### config.mk
export PLATFORM = sky130hd
export DESIGN_NAME = led_playback_sequencer
export DESIGN_NICKNAME = d
export VERILOG_FILES = /design/src/rtl/led_playback_sequencer.sv
export SDC_FILE = /design/constraint.sdc
export NUM_CORES = 1
export LEC_CHECK = 0
export CAP_MARGIN = 20
export CORE_MARGIN = 2
export CORE_UTILIZATION = 33
export CTS_CLUSTER_SIZE = 25
export DETAILED_ROUTE_END_ITERATION = 10
export PLACE_DENSITY = 0.55
export SLEW_MARGIN = 15
export SYNTH_ARGS = -nofsm -noshare
export SYNTH_HDL_FRONTEND = slang
export SYNTH_SLANG_ARGS = --single-unit
### constraint.sdc
create_clock -name clk -period 4.9 [get_ports clk]
set_input_delay 0.98 -clock clk [delete_from_list [all_inputs] [get_ports clk]]
set_output_delay 0.98 -clock clk [all_outputs]
set_load 0.01 [all_outputs]
### src/rtl/led_playback_sequencer.sv
// Plays sequence memory entries 0..last_index as one LED pulse each, followed by a dark gap.
// Optional GENIUS_FAIL_FLASH_EN builds an all-LED fail flash started by flash_req from IDLE.
module led_playback_sequencer #(
    parameter int ADDR_WIDTH     = 5,
    parameter int COLOR_CODEFY_W = 2,
    parameter int FAST_ON_CYCLES = 12_500_000,
    parameter int SLOW_ON_CYCLES = 25_000_000,
    parameter int GAP_CYCLES     = 6_250_000,
    parameter int TIMER_W        = 25
) (
    input  logic                      clk,
    input  logic                      rst,
    input  logic                      play_start,
    input  logic                      play_abort,
    input  logic [ADDR_WIDTH-1:0]     last_index,
    input  logic                      speed,
    input  logic                      flash_req,
    output logic                      mem_rd,
    output logic [ADDR_WIDTH-1:0]     mem_addr,
    input  logic [COLOR_CODEFY_W-1:0] mem_data,
    output logic                      led_green,
    output logic                      led_red,
    output logic                      led_blue,
    output logic                      led_yellow,
    output logic                      busy,
    output logic                      done
);

    typedef enum logic [2:0] {
        S_IDLE      = 3'd0,
        S_FETCH     = 3'd1,
        S_WAIT_DATA = 3'd2,
        S_LED_ON    = 3'd3,
        S_LED_OFF   = 3'd4,
        S_DONE      = 3'd5
`ifdef GENIUS_FAIL_FLASH_EN
        ,
        S_FLASH_ON  = 3'd6,
        S_FLASH_OFF = 3'd7
`endif
    } state_t;

    // Timers count down from N-1 to zero, so each phase lasts exactly N cycles
    localparam logic [TIMER_W-1:0]        FAST_LOAD  = TIMER_W'(FAST_ON_CYCLES - 1);
    localparam logic [TIMER_W-1:0]        SLOW_LOAD  = TIMER_W'(SLOW_ON_CYCLES - 1);
    localparam logic [TIMER_W-1:0]        GAP_LOAD   = TIMER_W'(GAP_CYCLES - 1);
    localparam logic [TIMER_W-1:0]        TIMER_ZERO = TIMER_W'(0);
    localparam logic [TIMER_W-1:0]        TIMER_ONE  = TIMER_W'(1);
    localparam logic [ADDR_WIDTH-1:0]     INDEX_ZERO = ADDR_WIDTH'(0);
    localparam logic [ADDR_WIDTH-1:0]     INDEX_ONE  = ADDR_WIDTH'(1);
    localparam logic [COLOR_CODEFY_W-1:0] CODE_GREEN = COLOR_CODEFY_W'(0);
    localparam logic [COLOR_CODEFY_W-1:0] CODE_RED   = COLOR_CODEFY_W'(1);
    localparam logic [COLOR_CODEFY_W-1:0] CODE_BLUE  = COLOR_CODEFY_W'(2);
    localparam logic [COLOR_CODEFY_W-1:0] CODE_YELL  = COLOR_CODEFY_W'(3);

    state_t                      state_r;
    logic [ADDR_WIDTH-1:0]       index_r;
    logic [TIMER_W-1:0]          timer_r;
    logic [COLOR_CODEFY_W-1:0]   colour_r;
    logic                        speed_r;

`ifndef GENIUS_FAIL_FLASH_EN
    logic unused_flash_s;
    assign unused_flash_s = flash_req;
`endif

    // Sequencer state, step index, phase timer and latched colour/speed
    always_ff @(posedge clk) begin
        if (rst) begin
            state_r  <= S_IDLE;
            index_r  <= INDEX_ZERO;
            timer_r  <= TIMER_ZERO;
            colour_r <= CODE_GREEN;
            speed_r  <= 1'b0;
        end else if (play_abort) begin
            // Abort wins in every state, including a simultaneous start in IDLE
            state_r <= S_IDLE;
        end else begin
            case (state_r)
                S_IDLE: begin
                    if (play_start) begin
                        speed_r <= speed;
                        index_r <= INDEX_ZERO;
                        state_r <= S_FETCH;
`ifdef GENIUS_FAIL_FLASH_EN
                    end else if (flash_req) begin
                        timer_r <= SLOW_LOAD;
                        state_r <= S_FLASH_ON;
`endif
                    end else begin
                        state_r <= S_IDLE;
                    end
                end
                S_FETCH: begin
                    state_r <= S_WAIT_DATA;
                end
                S_WAIT_DATA: begin
                    colour_r <= mem_data;
                    timer_r  <= speed_r ? FAST_LOAD : SLOW_LOAD;
                    state_r  <= S_LED_ON;
                end
                S_LED_ON: begin
                    if (timer_r == TIMER_ZERO) begin
                        timer_r <= GAP_LOAD;
                        state_r <= S_LED_OFF;
                    end else begin
                        timer_r <= timer_r - TIMER_ONE;
                    end
                end
                S_LED_OFF: begin
                    if (timer_r != TIMER_ZERO) begin
                        timer_r <= timer_r - TIMER_ONE;
                    end else if (index_r == last_index) begin
                        state_r <= S_DONE;
                    end else begin
                        index_r <= index_r + INDEX_ONE;
                        state_r <= S_FETCH;
                    end
                end
                S_DONE: begin
                    state_r <= S_IDLE;
                end
`ifdef GENIUS_FAIL_FLASH_EN
                S_FLASH_ON: begin
                    if (timer_r == TIMER_ZERO) begin
                        timer_r <= GAP_LOAD;
                        state_r <= S_FLASH_OFF;
                    end else begin
                        timer_r <= timer_r - TIMER_ONE;
                    end
                end
                S_FLASH_OFF: begin
                    if (timer_r == TIMER_ZERO) begin
                        state_r <= S_IDLE;
                    end else begin
                        timer_r <= timer_r - TIMER_ONE;
                    end
                end
`endif
                default: begin
                    state_r <= S_IDLE;
                end
            endcase
        end
    end

    // LED decode from state and colour registers only
    always_comb begin
        led_green  = 1'b0;
        led_red    = 1'b0;
        led_blue   = 1'b0;
        led_yellow = 1'b0;
        case (state_r)
            S_LED_ON: begin
                case (colour_r)
                    CODE_GREEN: led_green  = 1'b1;
                    CODE_RED:   led_red    = 1'b1;
                    CODE_BLUE:  led_blue   = 1'b1;
                    CODE_YELL:  led_yellow = 1'b1;
                    default:    led_green  = 1'b0;
                endcase
            end
`ifdef GENIUS_FAIL_FLASH_EN
            S_FLASH_ON: begin
                led_green  = 1'b1;
                led_red    = 1'b1;
                led_blue   = 1'b1;
                led_yellow = 1'b1;
            end
`endif
            default: begin
                led_green = 1'b0;
            end
        endcase
    end

    assign mem_rd   = (state_r == S_FETCH);
    assign mem_addr = index_r;
    assign busy     = (state_r != S_IDLE);
    assign done     = (state_r == S_DONE);

endmodule

==> results of run 1 <==
metrics by stage:
| step | hold WS (ns) | instance area, um2 | utilization | cells |
|---|---|---|---|---|
| after floorplan | 0.466 | 2280 | - | 281 |
| after detailed placement | 0.491 | 2550 | 0.377 | 375 |
| after CTS | 0.501 | 2640 | 0.391 | 383 |
| after global routing | 0.533 | 2640 | 0.391 | 383 |
| final | 0.497 | 2640 | 0.391 | 383 |
| after global placement | 0.479 | 2550 | 0.377 | 375 |
cell type report:
cell class	instances	area [um2]
repair buffers	28	268
well taps	80	100
clock buffers	7	86.3
flip-flops and latches	36	721
multi-input cells	220	1420
fillers	696	4110
clock inverters	1	7.51
inverters	11	41.3
kinds of logic (layout without fill, tap and decap cells):
kind of cell               after synthesis  in the layout
buffers and inverters                   25             47
muxes                                    3              3
adders and majority gates                3              3
AOI/OAI and AO/OA                       90             90
and+or+nand+nor                        119            119
DFF                                     36             36
xor gates and xnor gates                 5              5
flip-flops by register name, indices dropped and copies added (netlist names):
register / count
colour_r: 2
mem_addr: 5
speed_r: 1
state_r: 3
timer_r: 25
cells in the mapped netlist, drive strengths merged, types with 2 or more instances:
| cell | instances |
|---|---|
| dfxtp | 36 |
| and3 | 3 |
| buf | 6 |
| a311o | 2 |
| o22ai | 2 |
| a41oi | 2 |
| nand3 | 11 |
| nand4 | 3 |
| a211oi | 2 |
| nand2b | 2 |
| nand2 | 22 |
| and4 | 2 |
| a21o | 2 |
| and3b | 2 |
| nor4b | 3 |
| or4 | 5 |
| o21a | 8 |
| nor4 | 16 |
| mux2i | 2 |
| nor3 | 12 |
| or3 | 7 |
| o31ai | 6 |
| o21ai | 16 |
| nor3b | 5 |
| or2 | 3 |
| clkbuf | 7 |
| a221oi | 2 |
| a311oi | 5 |
| ha | 3 |
| nor2 | 17 |
| xnor2 | 5 |
| a31oi | 10 |
| inv | 11 |
| a21oi | 24 |
final timing paths:
| check | from | end | slack, ns | cells past startpoint |
|---|---|---|---|---|
| hold reg to reg | colour_r[0] | colour_r[0] | 0.50 | 2 |
| setup reg to reg | timer_r[12] | timer_r[13] | 2.25 | 5 |
| hold / removal | colour_r[0] | colour_r[0] | 0.50 | 2 |
| setup / recovery | state_r[0] | led_red | 2.03 | 3 |
worst max-delay path: stages (launching register included):
cell,delay [ns]
dfxtp_1,0.57
nand3b_1,0.23
nor3b_1,0.23
clkdlybuf4s50_1,0.56
per-layer routing:
| layer | up-vias | GRT usage | share of wire | wire length, um |
|---|---|---|---|---|
| met5 | - | 0 | 0 | 0 |
| met4 | 0 | 0.0420 | 0.0094 | 59 |
| met3 | 5 | 0.0294 | 0.044 | 279 |
| met2 | 55 | 0.280 | 0.47 | 2930 |
| met1 | 1085 | 0.242 | 0.48 | 3030 |
| li1 | 1136 | - | - | - |
power breakdown:
group | internal, mW | switching, mW
logic | 0.0492 | 0.0811
clock network | 0.114 | 0.112
registers | 0.297 | 0.00834
total | 0.461 | 0.202
==> metrics.txt, run 1 <==
instance count of the mapped netlist about 280; result of the run finished clean; adder-cell share of the synthesized area 0.0164; commonest register cell after synthesis dfxtp_1; port buffer count 23; cell taking the most area after synthesis dfxtp_1; number of buffers added by the clock tree synthesis step 5; count of max-cap constraint violations 0; Worst-Margin Slew about 0.8 ns; cell at the root of the clock tree clkbuf_8; Syn Nets roughly 300; CTS sink count 36; number of buffers added for setup after CTS 0; deepest level of the CTS H-tree 2; fraction of registers with async set or reset after synthesis 0; compound-gate portion of the synthesized area 0.270; # hold bufs at CTS 0; effective utilization at floorplan 0.338; sequential fraction of the synthesis area 0.316; number of global-route vias before repair approximately 2.1k; final critical-path share of the clock period 0.585; achievable clock frequency 349 MHz; power density cells 251 nW/um2; post-synth cell types 60; critical path endpoint category output pin; Synth Cell Area about 2300 um2; number of rows created at floorplan 30; type of origin of the critical path register; TritonCTS clock tree done; number of routed nets with antenna violations 0; gr usage total 0.174; number of vias per cell roughly 6; XOR/XNOR Fraction of Synth Area 0.0192; endpoints failing setup 0; width of the die slightly below 90 um; relative slew slack 0.455; total iterations of the first detailed-routing run 4; ranking of synthesized cells by area dfxtp_1 (32%), a21oi_1 (4.8%), nor4_1 (3.8%), nand2_1 (3.5%), o21ai_0 (3.1%); final estimated routing congestion in global placement between 0.8 and 0.9; Setup Slack @ Placement approximately 1.8 ns; final max-slew violation count 0; number of enable flip-flop cells after synthesis 0; detailed-route via count 2281; growth of design area from synthesis to finish 15.7%; Worst IR Drop VDD 0.106 mV; total power after layout around 660 uW; maximum number of buffers from clock root to sink 2; largest family of logic cells by synthesized area simple AND/OR/NAND/NOR gates; worst-case clock skew ~0.0075 ns; setup repair after global routing missed its margin false; mean cell area of the mapped netlist about 8.1 um2; latest clock arrival within the worst-skew pair around 0.29 ns; most frequent cells in the layout dfxtp_1 (36), clkdlybuf4s50_1 (23), a21oi_1 (22); crit-path max FO 14; worst min-delay path category reg -> reg; final hold vios 0; number of synthesized register bits 36; number of antenna cells inserted 0; post-cts gate resize count 0; Core ar. ~6800 um2; final setup margin around 2 ns; net total in the final layout ~320; commonest non-fill, non-tap cell in the layout dfxtp_1; area fraction in and, or, nand and nor cells after synthesis 0.302; wire length of the first global-routing pass 10500 um; Leakage ~0.90 nW; clock period minus final worst setup slack approximately 2.9 ns; Starting DRT DRC Count between 100 and 150; fraction of layout instances using a drive strength above 1 0.0792; HPWL after detailed placement ~4500 um; antenna violations before repair 0; type of the setup path with the least slack reg -> out; Worst Path Arrival around 1.9 ns; fraction of synthesized cell area taken by the top area cell type 0.316; Overflow after GRT 0; average routed wire per standard cell 16.4 um; maximum number of pins on one net before global-route repair 18; die outline height 87.2 um; Req. time, crit path about 3.9 ns; DRC errors left 0; Syn. warnings 0; total routed wirelength ~6300 um; Post-Route Setup TNS 0 ns; portion of netlist area occupied by mux cells 0.0137; clock transition at the registers of the reported paths ~0.080 ns; die area around 7600 um2; I/O pin count 25
(Power assumes the default switching activity.)
==> run 2: changes to the inputs <==
clock period = 3 ns   (was 4.9 ns; I/O delays follow)
==> metrics.txt, run 2 (synthesis results as in run 1) <==
number of routed nets with antenna violations 0 (unchanged); power density cells 401 nW/um2 (was 251 nW/um2); fraction of layout instances using a drive strength above 1 0.103 (was 0.0792); total power after layout 1.08 mW (was 663 uW); final critical-path share of the clock period 0.869; total iterations of the first detailed-routing run 4 (unchanged); total routed wirelength 6480 um (was 6300 um); wire length of the first global-routing pass 10700 um (was 10500 um); Overflow after GRT 0 (unchanged); achievable clock frequency around 380 MHz; number of buffers added for setup after CTS 0 (unchanged); relative slew slack 0.459 (was 0.455); TritonCTS clock tree done (unchanged); detailed-routed wire length on met2 2870 um (was 2930 um); HPWL after detailed placement 4650 um (was 4490 um); Worst-Margin Slew 0.806 ns (was 0.811 ns); latest clock arrival within the worst-skew pair 0.29 ns (about the same); DRC errors left 0 (unchanged); net total in the final layout 325 (was 318); Core ar. 6760 um2 (unchanged); cell with the largest stage delay on the worst path o21ai_1 (was dfxtp_1); largest incremental delay on the critical path 0.69 ns (was 0.57 ns); I/O pin count 25 (unchanged); type of the setup path with the least slack reg -> reg (was reg -> out); post-cts gate resize count 0 (unchanged); Worst IR Drop VDD 0.213 mV (was 0.106 mV); antenna violations before repair 0 (unchanged); average routed wire per standard cell 16.6 um (was 16.4 um); Routed met1 length 3200 um (was 3030 um); Starting DRT DRC Count 138 (was 126); total buffers and inverters traversed by the critical path 1 (unchanged); count of max-cap constraint violations 0 (unchanged); die area 7600 um2 (unchanged); gr usage total 0.179 (was 0.174); final max-slew violation count 0 (unchanged); clock transition at the registers of the reported paths 0.07 ns (was 0.08 ns); Leakage 0.942 nW (was 0.900 nW); clock period minus final worst setup slack around 2.6 ns; crit-path max FO 9 (was 14); number of vias per cell 5.76 (was 5.96); Post-Route Setup TNS 0 ns (unchanged); number of antenna cells inserted 0 (unchanged); setup repair after global routing missed its margin false (unchanged); result of the run finished clean (unchanged); detailed-route via count 2248 (was 2281); Filler cells 695 (was 696); growth of design area from synthesis to finish 18.0% (was 15.7%); worst min-delay path category reg -> reg (unchanged); Crit path max-delay family compound AO/OA/AOI/OAI gates (was flip-flops); endpoints failing setup 0 (unchanged); Req. time, crit path 3.20 ns (was 3.92 ns); Worst Path Arrival 2.81 ns (was 1.89 ns); # hold bufs at CTS 0 (unchanged); width of the die 87.2 um (unchanged); maximum number of buffers from clock root to sink 2 (unchanged); number of rows created at floorplan 30 (unchanged); final hold vios 0 (unchanged); number of buffers added by the clock tree synthesis step 5 (unchanged); port buffer count 23 (unchanged); commonest non-fill, non-tap cell in the layout dfxtp_1 (unchanged); deepest level of the CTS H-tree 2 (unchanged); number of global-route vias before repair 2148 (was 2070); effective utilization at floorplan 0.338 (unchanged); critical path endpoint category register (was output pin); final estimated routing congestion in global placement 0.867 (was 0.819); cell at the root of the clock tree clkbuf_8 (unchanged); Largest Register timer_r (unchanged); top routing layer used met4 (unchanged); type of origin of the critical path register (unchanged); most frequent cells in the layout dfxtp_1 (36), clkdlybuf4s50_1 (23), a21oi_1 (22) (unchanged); CTS sink count 36 (unchanged); maximum number of pins on one net before global-route repair 17 (was 18); max reg flops 25 (unchanged); worst-case clock skew 0.00387 ns (was 0.00754 ns); met3 routed wirelength 245 um (was 279 um); worst-path cell chain inv_1 > ha_1 > nor4b_1 > nand3_1 > o21ai_1 > o22ai_1 > a311oi_1 (was nand3b_1 > nor3b_1 > clkdlybuf4s50_1); die outline height 87.2 um (unchanged)
-- run 2: cell count changes in the layout (fill, tap and decap cells not counted), sizes merged --
cell and change:
clkinvlp -1, buf +7, clkinv +2, clkbuf -1
-- run 2: tightest hold or removal path, stage by stage (launching register included) --
cell	delay (ns)
dfxtp_1	0.34
nand2_1	0.06
a21oi_1	0.05
-- run 2: where the power goes --
group | switching, mW | internal [mW] | total, mW
Combinational | 0.136 | 0.0844 | 0.220
Sequential | 0.0127 | 0.486 | 0.499
Clock | 0.179 | 0.183 | 0.362
Total | 0.327 | 0.754 | 1.08
-- run 2: per-layer routing --
| metal | GRT usage | vias up |
|---|---|---|
| met1 | 0.249 | 1045 |
| met3 | 0.0341 | 16 |
| met2 | 0.271 | 43 |
| li1 | - | 1144 |
| met4 | 0.0769 | 0 |
| met5 | 0 | - |
-- run 2: per-stage QoR --
stage                     hold slack, ns  setup WS (ns)  utilization  cell area [um2]  std cells
final                              0.495          0.392        0.399             2690        390
after global routing               0.522          0.222        0.399             2690        390
after CTS                          0.501          0.407        0.399             2690        390
after detailed placement           0.489          0.261        0.385             2600        382
after global placement             0.479          0.289        0.385             2600        382
after floorplan                    0.466          0.876            -             2280        281
-- run 2: area by class of cell --
cell class	instances	area, um2	area share
well taps	80	100	0.0372
multi-input cells	220	1420	0.527
inverters	11	41.3	0.0153
repair buffers	35	320	0.119
flip-flops and latches	36	721	0.268
clock buffers	6	82.6	0.0307
clock inverters	2	10.0	0.00372
-- run 2: path summary, 6_finish.rpt --
path	from	to	slack (ns)	cells after the start
min reg2reg	colour_r[0]	colour_r[0]	0.50	2
max reg2reg	timer_r[0]	timer_r[10]	0.39	7
min	colour_r[0]	colour_r[0]	0.50	2
max	timer_r[0]	timer_r[10]	0.39	7
